<file path="src/rtl/uart_tx_fifo_pkg.sv">
// Shared definitions for the buffered UART transmitter: FSM encoding and
// 8N1 frame geometry.
package uart_tx_fifo_pkg;

  typedef enum logic [1:0] {
    ST_IDLE  = 2'd0,
    ST_START = 2'd1,
    ST_DATA  = 2'd2,
    ST_STOP  = 2'd3
  } tx_state_t;

  localparam int FRAME_BITS = 10;
  localparam int DATA_BITS  = 8;
  localparam int BIT_IDX_W  = 3;

  localparam logic [BIT_IDX_W-1:0] LAST_DATA_BIT = BIT_IDX_W'(DATA_BITS - 1);

endpackage

</file>
<file path="src/rtl/uart_tx_fifo_if.sv">
// Byte-write and serial-status bundle between a byte producer and the
// buffered UART transmitter.
interface uart_tx_fifo_if #(
  parameter int LEVEL_W = 5
);
  logic               tx_dv;
  logic [7:0]         tx_byte;
  logic               full;
  logic [LEVEL_W-1:0] level;
  logic               overflow;
  logic               tx_active;
  logic               tx_serial;
  logic               tx_done;

  modport master (
    output tx_dv, tx_byte,
    input  full, level, overflow, tx_active, tx_serial, tx_done
  );

  modport slave (
    input  tx_dv, tx_byte,
    output full, level, overflow, tx_active, tx_serial, tx_done
  );
endinterface

</file>
<file path="src/rtl/uart_tx_fifo_sync_fifo.sv">
// Single-clock byte FIFO with registered occupancy/full flags, a dropped-write
// pulse and a registered read port suitable for block RAM inference.
module sync_fifo #(
  parameter int WIDTH   = 8,
  parameter int DEPTH   = 16,
  parameter int LEVEL_W = 5
) (
  input  logic               clk,
  input  logic               rst,
  input  logic               wr_en,
  input  logic [WIDTH-1:0]   wr_data,
  input  logic               rd_en,
  output logic [WIDTH-1:0]   rd_data,
  output logic               full,
  output logic [LEVEL_W-1:0] level,
  output logic               overflow
);

  localparam int PTR_W = $clog2(DEPTH);

  logic [WIDTH-1:0]   mem [DEPTH];
  logic [WIDTH-1:0]   rd_data_reg;
  logic [PTR_W-1:0]   wr_ptr_reg;
  logic [PTR_W-1:0]   rd_ptr_reg;
  logic [LEVEL_W-1:0] level_reg;
  logic [LEVEL_W-1:0] level_next;
  logic               full_reg;
  logic               overflow_reg;
  logic               push;
  logic               pop;

  // Writes are gated by the registered full flag, so a pop in the same
  // cycle never rescues a write that arrives while full.
  assign push = wr_en && !full_reg;
  assign pop  = rd_en && (level_reg != '0);

  always_comb begin
    level_next = level_reg;
    case ({push, pop})
      2'b10:   level_next = level_reg + 1'b1;
      2'b01:   level_next = level_reg - 1'b1;
      default: level_next = level_reg;
    endcase
  end

  always_ff @(posedge clk or posedge rst) begin
    if (rst) begin
      wr_ptr_reg   <= '0;
      rd_ptr_reg   <= '0;
      level_reg    <= '0;
      full_reg     <= 1'b0;
      overflow_reg <= 1'b0;
    end else begin
      if (push) wr_ptr_reg <= wr_ptr_reg + 1'b1;
      if (pop)  rd_ptr_reg <= rd_ptr_reg + 1'b1;
      level_reg    <= level_next;
      full_reg     <= (level_next == LEVEL_W'(DEPTH));
      overflow_reg <= wr_en && full_reg;
    end
  end

  // Storage carries no reset so it maps onto block RAM.
  always_ff @(posedge clk) begin
    if (push) mem[wr_ptr_reg] <= wr_data;
    if (pop)  rd_data_reg <= mem[rd_ptr_reg];
  end

  assign rd_data  = rd_data_reg;
  assign full     = full_reg;
  assign level    = level_reg;
  assign overflow = overflow_reg;

endmodule

</file>
<file path="src/rtl/uart_tx_fifo.sv">
// Buffered 8N1 UART transmitter: bytes queue in a FIFO and are serialised
// LSB first, back-to-back while the FIFO stays non-empty.
module uart_tx_fifo
  import uart_tx_fifo_pkg::*;
#(
  parameter logic [15:0] CLKS_PER_BIT = 16'd100,
  parameter int          FIFO_DEPTH   = 16,
  parameter int          LEVEL_W      = 5
) (
  input  logic          clk,
  input  logic          rst,
  uart_tx_fifo_if.slave bus
);

  logic [7:0]           fifo_rd_data;
  logic                 fifo_full;
  logic [LEVEL_W-1:0]   fifo_level;
  logic                 fifo_overflow;
  logic                 pop;

  tx_state_t            state_reg;
  tx_state_t            state_next;
  logic [15:0]          clk_cnt_reg;
  logic [15:0]          clk_cnt_next;
  logic [BIT_IDX_W-1:0] bit_idx_reg;
  logic [BIT_IDX_W-1:0] bit_idx_next;
  logic [7:0]           shift_reg;
  logic [7:0]           shift_next;
  logic                 load_reg;
  logic                 load_next;
  logic                 serial_reg;
  logic                 serial_next;
  logic                 active_reg;
  logic                 done_reg;
  logic                 done_next;
  logic                 bit_end;
  logic                 fifo_has_data;

  sync_fifo #(
    .WIDTH   (8),
    .DEPTH   (FIFO_DEPTH),
    .LEVEL_W (LEVEL_W)
  ) u_fifo (
    .clk      (clk),
    .rst      (rst),
    .wr_en    (bus.tx_dv),
    .wr_data  (bus.tx_byte),
    .rd_en    (pop),
    .rd_data  (fifo_rd_data),
    .full     (fifo_full),
    .level    (fifo_level),
    .overflow (fifo_overflow)
  );

  assign bit_end       = (clk_cnt_reg == CLKS_PER_BIT - 16'd1);
  assign fifo_has_data = (fifo_level != '0);

  always_comb begin
    state_next   = state_reg;
    clk_cnt_next = clk_cnt_reg + 16'd1;
    bit_idx_next = bit_idx_reg;
    pop          = 1'b0;
    load_next    = 1'b0;
    done_next    = 1'b0;
    // The FIFO read port is registered, so the popped byte lands one cycle
    // after the pop, i.e. in the first START cycle.
    shift_next   = load_reg ? fifo_rd_data : shift_reg;

    case (state_reg)
      ST_IDLE: begin
        clk_cnt_next = '0;
        if (fifo_has_data) begin
          pop        = 1'b1;
          load_next  = 1'b1;
          state_next = ST_START;
        end
      end
      ST_START: begin
        if (bit_end) begin
          clk_cnt_next = '0;
          bit_idx_next = '0;
          state_next   = ST_DATA;
        end
      end
      ST_DATA: begin
        if (bit_end) begin
          clk_cnt_next = '0;
          if (bit_idx_reg == LAST_DATA_BIT) begin
            state_next = ST_STOP;
          end else begin
            bit_idx_next = bit_idx_reg + 1'b1;
          end
        end
      end
      ST_STOP: begin
        if (bit_end) begin
          clk_cnt_next = '0;
          done_next    = 1'b1;
          if (fifo_has_data) begin
            pop        = 1'b1;
            load_next  = 1'b1;
            state_next = ST_START;
          end else begin
            state_next = ST_IDLE;
          end
        end
      end
      default: begin
        clk_cnt_next = '0;
        state_next   = ST_IDLE;
      end
    endcase

    // Line level is registered from the next state so the pin has no
    // combinational path.
    case (state_next)
      ST_START: serial_next = 1'b0;
      ST_DATA:  serial_next = shift_next[bit_idx_next];
      default:  serial_next = 1'b1;
    endcase
  end

  always_ff @(posedge clk or posedge rst) begin
    if (rst) begin
      state_reg   <= ST_IDLE;
      clk_cnt_reg <= '0;
      bit_idx_reg <= '0;
      shift_reg   <= '0;
      load_reg    <= 1'b0;
      serial_reg  <= 1'b1;
      active_reg  <= 1'b0;
      done_reg    <= 1'b0;
    end else begin
      state_reg   <= state_next;
      clk_cnt_reg <= clk_cnt_next;
      bit_idx_reg <= bit_idx_next;
      shift_reg   <= shift_next;
      load_reg    <= load_next;
      serial_reg  <= serial_next;
      active_reg  <= (state_next != ST_IDLE);
      done_reg    <= done_next;
    end
  end

  assign bus.full      = fifo_full;
  assign bus.level     = fifo_level;
  assign bus.overflow  = fifo_overflow;
  assign bus.tx_active = active_reg;
  assign bus.tx_serial = serial_reg;
  assign bus.tx_done   = done_reg;

endmodule
</file>
<file path="src/flat_wrapper.sv">
// flat-port wrapper written by rule: the top's interface ports become plain ports
module uart_tx_fifo_flat import uart_tx_fifo_pkg::*;
#(
  parameter logic [15:0] CLKS_PER_BIT = 16'd100,
  parameter int          FIFO_DEPTH   = 16,
  parameter int          LEVEL_W      = 5
)
  (clk, rst, bus_tx_dv, bus_tx_byte, bus_full, bus_level, bus_overflow, bus_tx_active, bus_tx_serial, bus_tx_done);
  uart_tx_fifo_if #(.LEVEL_W(LEVEL_W)) bus_i ();
  input  logic clk;
  input  logic rst;
  input wire logic [$bits(bus_i.tx_dv)-1:0] bus_tx_dv;
  input wire logic [$bits(bus_i.tx_byte)-1:0] bus_tx_byte;
  output wire logic [$bits(bus_i.full)-1:0] bus_full;
  output wire logic [$bits(bus_i.level)-1:0] bus_level;
  output wire logic [$bits(bus_i.overflow)-1:0] bus_overflow;
  output wire logic [$bits(bus_i.tx_active)-1:0] bus_tx_active;
  output wire logic [$bits(bus_i.tx_serial)-1:0] bus_tx_serial;
  output wire logic [$bits(bus_i.tx_done)-1:0] bus_tx_done;
  assign bus_i.tx_dv = bus_tx_dv;
  assign bus_i.tx_byte = bus_tx_byte;
  assign bus_full = bus_i.full;
  assign bus_level = bus_i.level;
  assign bus_overflow = bus_i.overflow;
  assign bus_tx_active = bus_i.tx_active;
  assign bus_tx_serial = bus_i.tx_serial;
  assign bus_tx_done = bus_i.tx_done;
  uart_tx_fifo #(.CLKS_PER_BIT(CLKS_PER_BIT), .FIFO_DEPTH(FIFO_DEPTH), .LEVEL_W(LEVEL_W)) u_core (.clk(clk), .rst(rst), .bus(bus_i));
endmodule
</file>
<file path="config.mk">
export PLATFORM = sky130hd
export DESIGN_NAME = uart_tx_fifo_flat
export DESIGN_NICKNAME = d
export VERILOG_FILES = /design/src/rtl/uart_tx_fifo_pkg.sv /design/src/rtl/uart_tx_fifo_if.sv /design/src/rtl/uart_tx_fifo_sync_fifo.sv /design/src/rtl/uart_tx_fifo.sv /design/src/flat_wrapper.sv
export SDC_FILE = /design/constraint.sdc
export NUM_CORES = 1
export LEC_CHECK = 0
export CAP_MARGIN = 20
export CORE_UTILIZATION = 55
export CTS_CLUSTER_DIAMETER = 30
export CTS_CLUSTER_SIZE = 8
export DETAILED_ROUTE_END_ITERATION = 8
export GPL_ROUTABILITY_DRIVEN = 0
export HOLD_SLACK_MARGIN = 0.08
export PLACE_DENSITY_LB_ADDON = 0.15
export SYNTH_ARGS = -nofsm -noshare
export SYNTH_HDL_FRONTEND = slang
export SYNTH_SLANG_ARGS = --single-unit
</file>
<file path="constraint.sdc">
create_clock -name clk -period 4.5 [get_ports clk]
set_input_delay 0.675 -clock clk [delete_from_list [all_inputs] [get_ports clk]]
set_output_delay 0.675 -clock clk [all_outputs]
set_load 0.05 [all_outputs]
</file>
Word level (Yosys, flattened, before mapping)
Memory sizes are Yosys's and may differ from the RTL's. A register that Yosys moved wholly into a read port is not among the register bits.
Index checks and enable logic that the tools add are counted.
Storage, ports and cells
  input bits: 11
  RAM bits: 128
  word-level logic and storage cells: 64
  output and inout port bits: 10
  latch bits: 0
  memories: 1
  register bits after elaboration: 48
  memory bits (read-only): 0
Cells by class
  bitwise gates (word level): 0
  eq/ne operators: 10
  div/mod/pow operators: 0
  muxes and demuxes: 25
  shifts and indexed selects: 0
  $add $sub $neg: 6
  reductions and logical operators: 8
  multipliers: 0
  magnitude comparators: 1
Memories
  u_core.u_fifo.mem: words 16, bits a word 8, read ports 1, clocked after Yosys merged registers in 1, write ports 1, line uart_tx_fifo_sync_fifo.sv:21  | logic [WIDTH-1:0] mem [DEPTH];
Operator list (number)
  16-bit one-hot mux with 2 select lines: 1
  16-bit by 1-bit adder with 16-bit output (second input constant): 1
  16-bit by 7-bit == test with 1-bit output (second input constant): 1
  16-bit two-way mux: 1
  2-bit two-way mux: 5
  5-bit one-hot mux with 2 select lines: 1
  3-bit two-way mux: 3
  4-bit by 1-bit adder with 4-bit output (second input constant): 2
  2-bit == test (second input constant): 4
  1-bit two-way mux: 8
  8-bit two-way mux: 1
  2-bit one-hot mux with 4 select lines: 1
  2-bit by 1-bit == test with 1-bit output (second input constant): 3
  3-bit one-hot mux with 2 select lines: 1
  5-bit by 1-bit adder with 5-bit output (second input constant): 1
  5-bit == test (second input constant): 1
  5-bit nonzero test: 1
  5-bit by 1-bit subtractor with 5-bit output (second input constant): 1
  3-bit by 4-bit less-than comparator with 1-bit output (second input constant): 1
  1-bit one-hot mux with 2 select lines: 2
  3-bit by 1-bit adder with 3-bit output (second input constant): 1
  1-bit binary-select mux with 3-bit select: 1
  3-bit == test (second input constant): 1
  1-bit logical AND: 3
  other kinds (4): 4

Longest topological paths before layout
Gate-level depths: netlist of run 1.
  word-level depth: 8
  depth in mapped cells: 15
  depth with buffers taken out: 14

Cells and area by module
A second synthesis of run 1 with hierarchy kept.
Unflattened totals
  cell total of the unflattened synthesis: 472
  area, all modules: 7975.1 sq um
Modules (own cells, without submodules)
  sync_fifo: cells an instance 303, area an instance 6202.2 sq um, seq. area each 4459.3 sq um, times used 1
  uart_tx_fifo: cells an instance 169, area an instance 1773.0 sq um, seq. area each 827.0 sq um, times used 1

Worst setup path after synthesis of run 1
OpenSTA, ideal clock, no wires.
  path kind: reg2reg
  start: reg u_core.clk_cnt_reg[0]
  end: reg u_core.u_fifo.full_reg, in the netlist u_core.u_fifo.full
  stages on the path, launching flop included: 16
  arrival: 3025 ps
  setup slack: 1374 ps
  library setup time: 101 ps
  path buffers: 1
  required time: 4399 ps
  clock period less this slack: 3126 ps
  cells stage by stage: dfrtp_1 > ha_1 > nor4b_2 > nand4_1 > buf_2 > nor2_1 > o211a_1 > ha_1 > fa_1 > a21o_1 > a21oi_1 > xnor2_1 > nand2b_1 > xnor2_1 > nand2b_1 > nor4_1
Between the ends
  cells in the longest elaborated chain, start to end: 7
  elaborated cells between the ends (all ways): 8
  classes of those cells: eq/ne: 4; mux: 3; reduce/logical: 1
RTL lines
  start, declared: line uart_tx_fifo.sv:23  | logic [15:0] clk_cnt_reg;
  start signal, assigned: line uart_tx_fifo.sv:135  | clk_cnt_reg <= clk_cnt_next;
  16-bit by 7-bit == test with 1-bit output (*): line uart_tx_fifo.sv:55  | assign bit_end = (clk_cnt_reg == CLKS_PER_BIT - 16'd1);
  1-bit two-way mux (*): line uart_tx_fifo.sv:96  | if (bit_end) begin
  1-bit one-hot mux with 2 select lines (*): line uart_tx_fifo.sv:69  | case (state_reg)
  1-bit logical AND (*): line uart_tx_fifo_sync_fifo.sv:35  | assign pop = rd_en && (level_reg != '0);
  via u_core.u_fifo.pop: line uart_tx_fifo_sync_fifo.sv:30  | logic pop;
  2-bit by 1-bit == test with 1-bit output or 2-bit == test (tied branches): line uart_tx_fifo_sync_fifo.sv:39  | case ({push, pop})
  5-bit one-hot mux with 2 select lines (*): line uart_tx_fifo_sync_fifo.sv:39
  via u_core.u_fifo.level_next[4]: line uart_tx_fifo_sync_fifo.sv:26  | logic [LEVEL_W-1:0] level_next;
  5-bit == test (*): line uart_tx_fifo_sync_fifo.sv:57  | full_reg <= (level_next == LEVEL_W'(DEPTH));
  end signal, assigned: line uart_tx_fifo_sync_fifo.sv:57
  end, declared: line uart_tx_fifo_sync_fifo.sv:27  | logic full_reg;
The timed path passes the listed nets; every way through them passes the cells marked *.
A chain may end at the register's enable or synchronous reset.

Final worst setup path of run 1
Same ends and word-level chain as after synthesis.

==> summary.md, run 1 <==
| Metric | Value |
|---|---|
| Status | `finished clean` |
| Layout Nets | `roughly 490` |
| Area taken by multi-input logic gates | `between 2000 and 2500 um2` |
| P&R area growth vs syn | `12.59%` |
| Reg clk slew, reported paths | `about 0.06 ns` |
| Slowest Stage Delay on Critical Path | `between 0.4 and 0.5 ns` |
| Worst clock skew | `0.01885 ns` |
| Number of max-cap violations | `0` |
| Critical path fanouts, max | `11` |
| Fraction of registers with async set/reset | `between 20% and 30%` |
| Pleak | `roughly 3.1 nW` |
| Worst r2r path cells | `14` |
| Antenna violations before repair | `0` |
| First-pass GRT wire length | `about 21 mm` |
| Initial Utilization | `roughly 57%` |
| Cell area after placement | `about 8000 um2` |
| Register bit total from synthesis | `184` |
| Placed wire-length estimate | `8.883 mm` |
| Post-Synthesis Cells | `between 400 and 500` |
| Pin count of the biggest net entering global routing | `a little under 50` |
| CTS max path bufs | `2` |
| CP startpoint | `u_core.clk_cnt_reg[0]` |
| Cell Rows | `42` |
| Crit. End Element | `register` |
| Register area | `5288 um2` |
| Post-CTS Setup Repair Bufs | `0` |
| Pwr Density | `roughly 620 nW/um2` |
| RSZ-0062 raised after global routing | `no` |
| Design Area, Final | `~8600 um2` |
| PortBufs | `20` |
| Final setup violation count | `0` |
| Highest Clock Rate | `between 200 and 300 MHz` |
| Gr ovfl total | `0` |
| H-tree levels | `4` |
| Ant diodes | `0` |
| Die area | `~14000 um2` |
| CTS tree | `done` |
| Share of cells above drive strength 1 | `18.24%` |
| Syn Nets | `between 400 and 500` |
| Total Routing Usage GR | `a little over 20%` |
| Die width | `119.6 um` |
| Final setup TNS | `0 ns` |
| Hold Buf Count CTS | `0` |
| HP Class | `register to register` |
| DRC viols | `0` |
| Reg2reg start | `u_core.clk_cnt_reg[0]` |
| Via count of the routed design | `around 3800` |
| Max reg flops | `about 130` |
| CTS Buf Count | `17` |
| Max-slew headroom | `43.93%` |
| Peak VDD IR | `596.1 uV` |
| Final hold slack | `0.4813 ns` |
| Clk root buf | `clkbuf_16` |
| Critical path required time | `~4.8 ns` |
| Hold Startpoint | `u_core.clk_cnt_reg[0]` |
| Cell repeated most along the worst path | `ha_1` |
| Primary FF master, synth | `edfxtp_1` |
| Slowest cell on crit path | `o211a_1` |
| Fin crit share | `82.21%` |
| Initial DRC Count | `about 320` |
| Drt wl/cell | `between 20 and 25 um` |
| Final hold violations | `0` |
| DR vias/cell | `5.824` |
| Clock Latency Late Sink | `around 0.43 ns` |
| Die height | `~120 um` |
| Cell taking the most area after synthesis | `edfxtp_1` |
| Seq/Total Area, Yosys | `between 60% and 70%` |
| CP Cell Sequence | `ha_1 -> nor4b_2 -> nand4_1 -> nor2_1 -> o211a_1 -> ha_1 -> ha_1 -> a21o_1 -> a21oi_1 -> xnor2_1 -> nand2b_1 -> xnor2_1 -> nand2b_1 -> nor4_1` |
| Number of global-route vias before repair | `a little under 4000` |
| Avg Cell Area, Syn | `17.32 um2` |
| Layout fillers | `about 940` |
| First drt pass iteration count | `4` |
| Kind of start point of the critical path | `register` |
| Top post-synthesis cells by area | `edfxtp_1 54%, dfrtp_1 15%, mux4_2 12%` |
| Core ar. | `about 13000 um2` |
| Antenna-violating nets left | `0` |
| Crit path kind | `register to register` |
| Slew Limit Fails | `0` |
| Reg2reg setup slack | `between 0.8 and 0.9 ns` |
| Crit path time final | `around 3.7 ns` |
| Routed WL | `about 13 mm` |
| Slew @ Worst Pin | `0.8411 ns` |
| EDFF count, synth | `roughly 140` |
| Yosys cell types | `44` |
| Crit path buf inv count | `0` |
| Critical path arrival | `roughly 4 ns` |
| Netlist Area Pre-Place | `7605 um2` |
| Tot Pwr | `around 5.3 mW` |
| Area share of the largest cell type after synthesis | `between 50% and 60%` |
| IO Count | `21` |
| CTS Sinks | `around 180` |
| Delay-heaviest family, CP | `simple AND/OR/NAND/NOR gates` |
| Critical path endpoint | `u_core.u_fifo.full` |
| Yosys warning count | `0` |
| Post-CTS resize count | `0` |
| Worst flop-to-flop path endpoint | `u_core.u_fifo.full` |
| Stages on the worst setup path | `14` |
synth_stat cells (2+ instances only):
library cell,n
nor2_1,18
ha_1,15
and3b_1,2
or4_1,2
dfrtp_1,47
nand3_1,5
a21oi_1,9
a21o_1,3
buf_1,5
mux2_2,11
o21ai_0,10
and3_1,6
o211a_1,3
nand2b_1,4
nor2b_1,2
nor3_1,6
xnor2_1,14
o21a_1,3
nor4_1,2
xor2_1,8
mux4_2,40
or3_1,3
nand4_1,5
edfxtp_1,136
and2_1,18
nand2_1,21
clkbuf_1,10
inv_1,15
per-stage QoR:
step	utilization, %	std cells	setup WS [ns]
final	64.15	653	0.8005
after global routing	64.15	653	0.3451
after CTS	64.00	652	0.7447
after detailed placement	59.79	621	0.7267
after global placement	59.79	621	0.8982
after floorplan	-	439	1.374
placed cells by master (no fill, tap or decap), drive strengths merged, types with 5 or more instances in the layout:
| cell type | netlist | routed |
|---|---|---|
| edfxtp | 136 | 136 |
| dfrtp | 47 | 47 |
| mux4 | 40 | 40 |
| nand2 | 21 | 21 |
| clkbuf | 10 | 21 |
| clkdlybuf4s50 | 0 | 20 |
| nor2 | 18 | 18 |
| and2 | 18 | 18 |
| inv | 15 | 18 |
| ha | 15 | 15 |
| xnor2 | 14 | 14 |
| mux2 | 11 | 11 |
| o21ai | 10 | 10 |
| a21oi | 9 | 9 |
| xor2 | 8 | 8 |
| nor3 | 6 | 6 |
| and3 | 6 | 6 |
| nand4 | 5 | 5 |
| nand3 | 5 | 5 |
worst reg2reg max path, delay by kind of cell, from the launching register on:
family          cells  cell delay [ns]
simple gates        6             1.30
fa+ha+maj           3             0.87
compound gates      3             0.74
flops               1             0.38
xor+xnor            2             0.32
cell type report:
type                            instances  area share [%]
Clock buffer                           21           5.144
Clock inverter                         10           1.418
Inverter                               15          0.6576
Multi-Input combinational cell        224           25.71
Sequential cell                       184           61.76
Tap cell                              176           2.572
Timing Repair Buffer                   23           2.747
report_power, final:
part           total, mW  internal [mW]  switching [mW]
clock               1.42          0.820           0.604
sequential          2.39           2.15           0.238
combinational       1.50          0.740           0.757
per-layer routing:
layer  global-route usage (%)  vias to the layer above  part of all wire [%]
li1                         -                     1744                     -
met1                    26.77                     1953                    43
met2                    33.89                       92                    52
met3                    5.703                       14                   4.1
met4                    6.250                        0                   1.2
met5                        0                        -                     0
kinds of logic (layout without fill, tap and decap cells):
logic type	count (synthesis)	count (layout)	synth area share, %
adder cells (fa/ha/maj)	16	16	2.731
multiplexers	51	51	13.47
buffers and inverters	31	69	1.547
flip-flops	184	184	69.51
AND/OR/NAND/NOR	100	100	7.206
AO/OA/AOI/OAI	35	35	2.995
XOR/XNOR	22	22	2.534
worst min path at each step:
stage	depth (start not counted)	endpoint	slack, ns
3_3_place_gp	1	u_core.clk_cnt_reg[0]	0.46
6_report	1	u_core.clk_cnt_reg[0]	0.48
5_1_grt	1	u_core.shift_reg[7]	0.51
2_1_floorplan	1	u_core.clk_cnt_reg[0]	0.45
4_1_cts	1	u_core.clk_cnt_reg[0]	0.48
3_5_place_dp	1	u_core.clk_cnt_reg[0]	0.47
(Power assumes the default switching activity.)
==> run 2, diff against run 1 <==
Clock period 4.5 ns to 3.5 ns, I/O delays scaled along.
==> summary.md, run 2 (same netlist as run 1, synthesis figures left out) <==
| Metric | Value |
|---|---|
| Share of cells above drive strength 1 | `19.71% (was 18.24%)` |
| Reg clk slew, reported paths | `0.06 ns (about the same)` |
| DRC viols | `0 (unchanged)` |
| Pwr Density | `801.8 nW/um2 (was 619.8 nW/um2)` |
| Layout Nets | `496 (was 492)` |
| Cell area after placement | `8023 um2 (was 7980 um2)` |
| Via count of the routed design | `3813 (was 3803)` |
| Max Used Layer | `met4 (unchanged)` |
| Final hold violations | `0 (unchanged)` |
| CP Cell Sequence | `ha_1 -> nor4b_2 -> nand4_1 -> nor2_1 -> o211a_1 -> ha_1 -> ha_1 -> a21o_1 -> a21oi_1 -> xnor2_1 -> nand2b_1 -> xnor2_1 -> nand2b_1 -> nor4_1 (unchanged)` |
| Critical path required time | `3.83 ns (was 4.82 ns)` |
| Peak VDD IR | `428.9 uV (was 596.1 uV)` |
| Initial Utilization | `56.97% (unchanged)` |
| DR vias/cell | `5.795 (was 5.824)` |
| Kind of start point of the critical path | `register (unchanged)` |
| Gr ovfl total | `0 (unchanged)` |
| CTS tree | `done (unchanged)` |
| RSZ-0062 raised after global routing | `no (unchanged)` |
| Drt wl/cell | `19.95 um (was 20.37 um)` |
| Area taken by multi-input logic gates | `2201 um2 (unchanged)` |
| Antenna violations before repair | `0 (unchanged)` |
| Worst r2r path cells | `14 (unchanged)` |
| IO Count | `21 (unchanged)` |
| Routed WL | `13.13 mm (was 13.30 mm)` |
| Post-CTS Setup Repair Bufs | `0 (unchanged)` |
| Critical path arrival | `3.42 ns (was 4.02 ns)` |
| Cell Rows | `42 (unchanged)` |
| Max reg flops | `128 (unchanged)` |
| Final setup TNS | `0 ns (unchanged)` |
| Slowest Stage Delay on Critical Path | `0.39 ns (was 0.41 ns)` |
| Slowest cell on crit path | `dfrtp_1 (was o211a_1)` |
| Number of global-route vias before repair | `3970 (was 3899)` |
| Critical path fanouts, max | `5 (was 11)` |
| Post-Route M1 WL | `5.698 mm (was 5.691 mm)` |
| Hold Buf Count CTS | `0 (unchanged)` |
| Total Routing Usage GR | `20.72% (was 20.55%)` |
| Cell repeated most along the worst path | `ha_1 (unchanged)` |
| Pin count of the biggest net entering global routing | `49 (unchanged)` |
| Slew @ Worst Pin | `0.6554 ns (was 0.8411 ns)` |
| Worst clock skew | `0.01096 ns (was 0.01885 ns)` |
| Most common cell after layout, fill and taps aside | `edfxtp_1 (unchanged)` |
| Final setup violation count | `0 (unchanged)` |
| WL met3 | `507 um (was 544 um)` |
| Clock Latency Late Sink | `0.43 ns (about the same)` |
| PortBufs | `20 (unchanged)` |
| Die width | `119.6 um (unchanged)` |
| Post-CTS resize count | `0 (unchanged)` |
| Most frequent cells in the layout | `136 x edfxtp_1, 46 x dfrtp_1, 40 x mux4_2, 21 x nand2_1, 20 x clkdlybuf4s50_1 (unchanged)` |
| Design Area, Final | `8631 um2 (was 8562 um2)` |
| CTS Buf Count | `17 (unchanged)` |
| Crit path kind | `register to register (unchanged)` |
| Crit path time final | `3.091 ns (was 3.699 ns)` |
| Die height | `119.6 um (unchanged)` |
| Placed wire-length estimate | `8.756 mm (was 8.883 mm)` |
| Slew Limit Fails | `0 (unchanged)` |
| Antenna-violating nets left | `0 (unchanged)` |
| First drt pass iteration count | `4 (unchanged)` |
| Max-slew headroom | `56.31% (was 43.93%)` |
| CTS Sinks | `184 (unchanged)` |
| First-pass GRT wire length | `21.40 mm (was 21.16 mm)` |
| Ant diodes | `0 (unchanged)` |
| P&R area growth vs syn | `13.49% (was 12.59%)` |
| HP Class | `primary input to async pin (was register to register)` |
| Initial DRC Count | `285 (was 324)` |
| Register area | `5288 um2 (unchanged)` |
| Fin crit share | `88.31% (was 82.21%)` |
| Clk root buf | `clkbuf_16 (unchanged)` |
| Die area | `14300 um2 (unchanged)` |
| Core ar. | `13350 um2 (unchanged)` |
| Pleak | `3.104 nW (was 3.069 nW)` |
| Highest Clock Rate | `323.5 MHz (was 270.3 MHz)` |
| Number of max-cap violations | `0 (unchanged)` |
| CTS max path bufs | `2 (unchanged)` |
| Status | `finished clean (unchanged)` |
| H-tree levels | `4 (unchanged)` |
| Layout fillers | `944 (was 942)` |
| Met2 WL | `6.708 mm (was 6.897 mm)` |
| Crit. End Element | `register (unchanged)` |
run 2: cell types whose count changed in the layout (fill, tap and decap cells not counted), sizes merged:
| cell | before | now |
|---|---|---|
| clkbuf | 21 | 17 |
| buf | 3 | 7 |
| clkinvlp | 1 | 2 |
| inv | 18 | 22 |
run 2: layer usage:
metal	up-vias	track usage, %
li1	1751	-
met1	1962	28.13
met2	79	32.77
met3	21	4.658
met4	0	8.594
met5	-	0
run 2: power by group:
group          switching, mW  internal [mW]
sequential             0.260           2.76
clock                  0.824           1.07
combinational           1.03          0.980
total                   2.11           4.81
run 2: per-stage QoR:
step | util [%] | setup slack (ns) | power, mW | hold WS, ns | cells
2_1_floorplan | - | 0.3742 | 4.496 | 0.4479 | 439
3_3_place_gp | 60.11 | 0.5180 | 5.055 | 0.4611 | 625
3_5_place_dp | 60.11 | 0.3760 | 5.110 | 0.4836 | 625
4_1_cts | 64.51 | 0.3860 | 7.004 | 0.4937 | 657
5_1_grt | 64.66 | 0.09416 | 7.258 | 0.3361 | 658
6_report | 64.66 | 0.4091 | 6.920 | 0.3285 | 658
run 2: layout make-up:
class,count,share of cell area (%)
clock buffer,17,4.929
clock inverter,15,1.885
inverter,15,0.6524
multi-input combinational,224,25.50
sequential,184,61.26
tap,176,2.551
timing repair buffer,27,3.218
run 2: worst max-delay path, delay by kind of cell, from the launching register on:
kind / cells / cell delay, ns
fa+ha+maj: 3 / 0.82
flops: 1 / 0.39
xor+xnor: 2 / 0.31
compound gates: 3 / 0.56
simple gates: 6 / 0.90
run 2: worst paths after layout:
kind	start	endpoint	slack, ns
max in group asynchronous	rst	u_core.bus.tx_serial	2.65
min reg2reg	u_core.clk_cnt_reg[0]	u_core.clk_cnt_reg[0]	0.49
max	u_core.clk_cnt_reg[0]	u_core.u_fifo.full	0.41
min	rst	u_core.clk_cnt_reg[11]	0.33
max reg2reg	u_core.clk_cnt_reg[0]	u_core.u_fifo.full	0.41
min in group clk	u_core.clk_cnt_reg[0]	u_core.clk_cnt_reg[0]	0.49
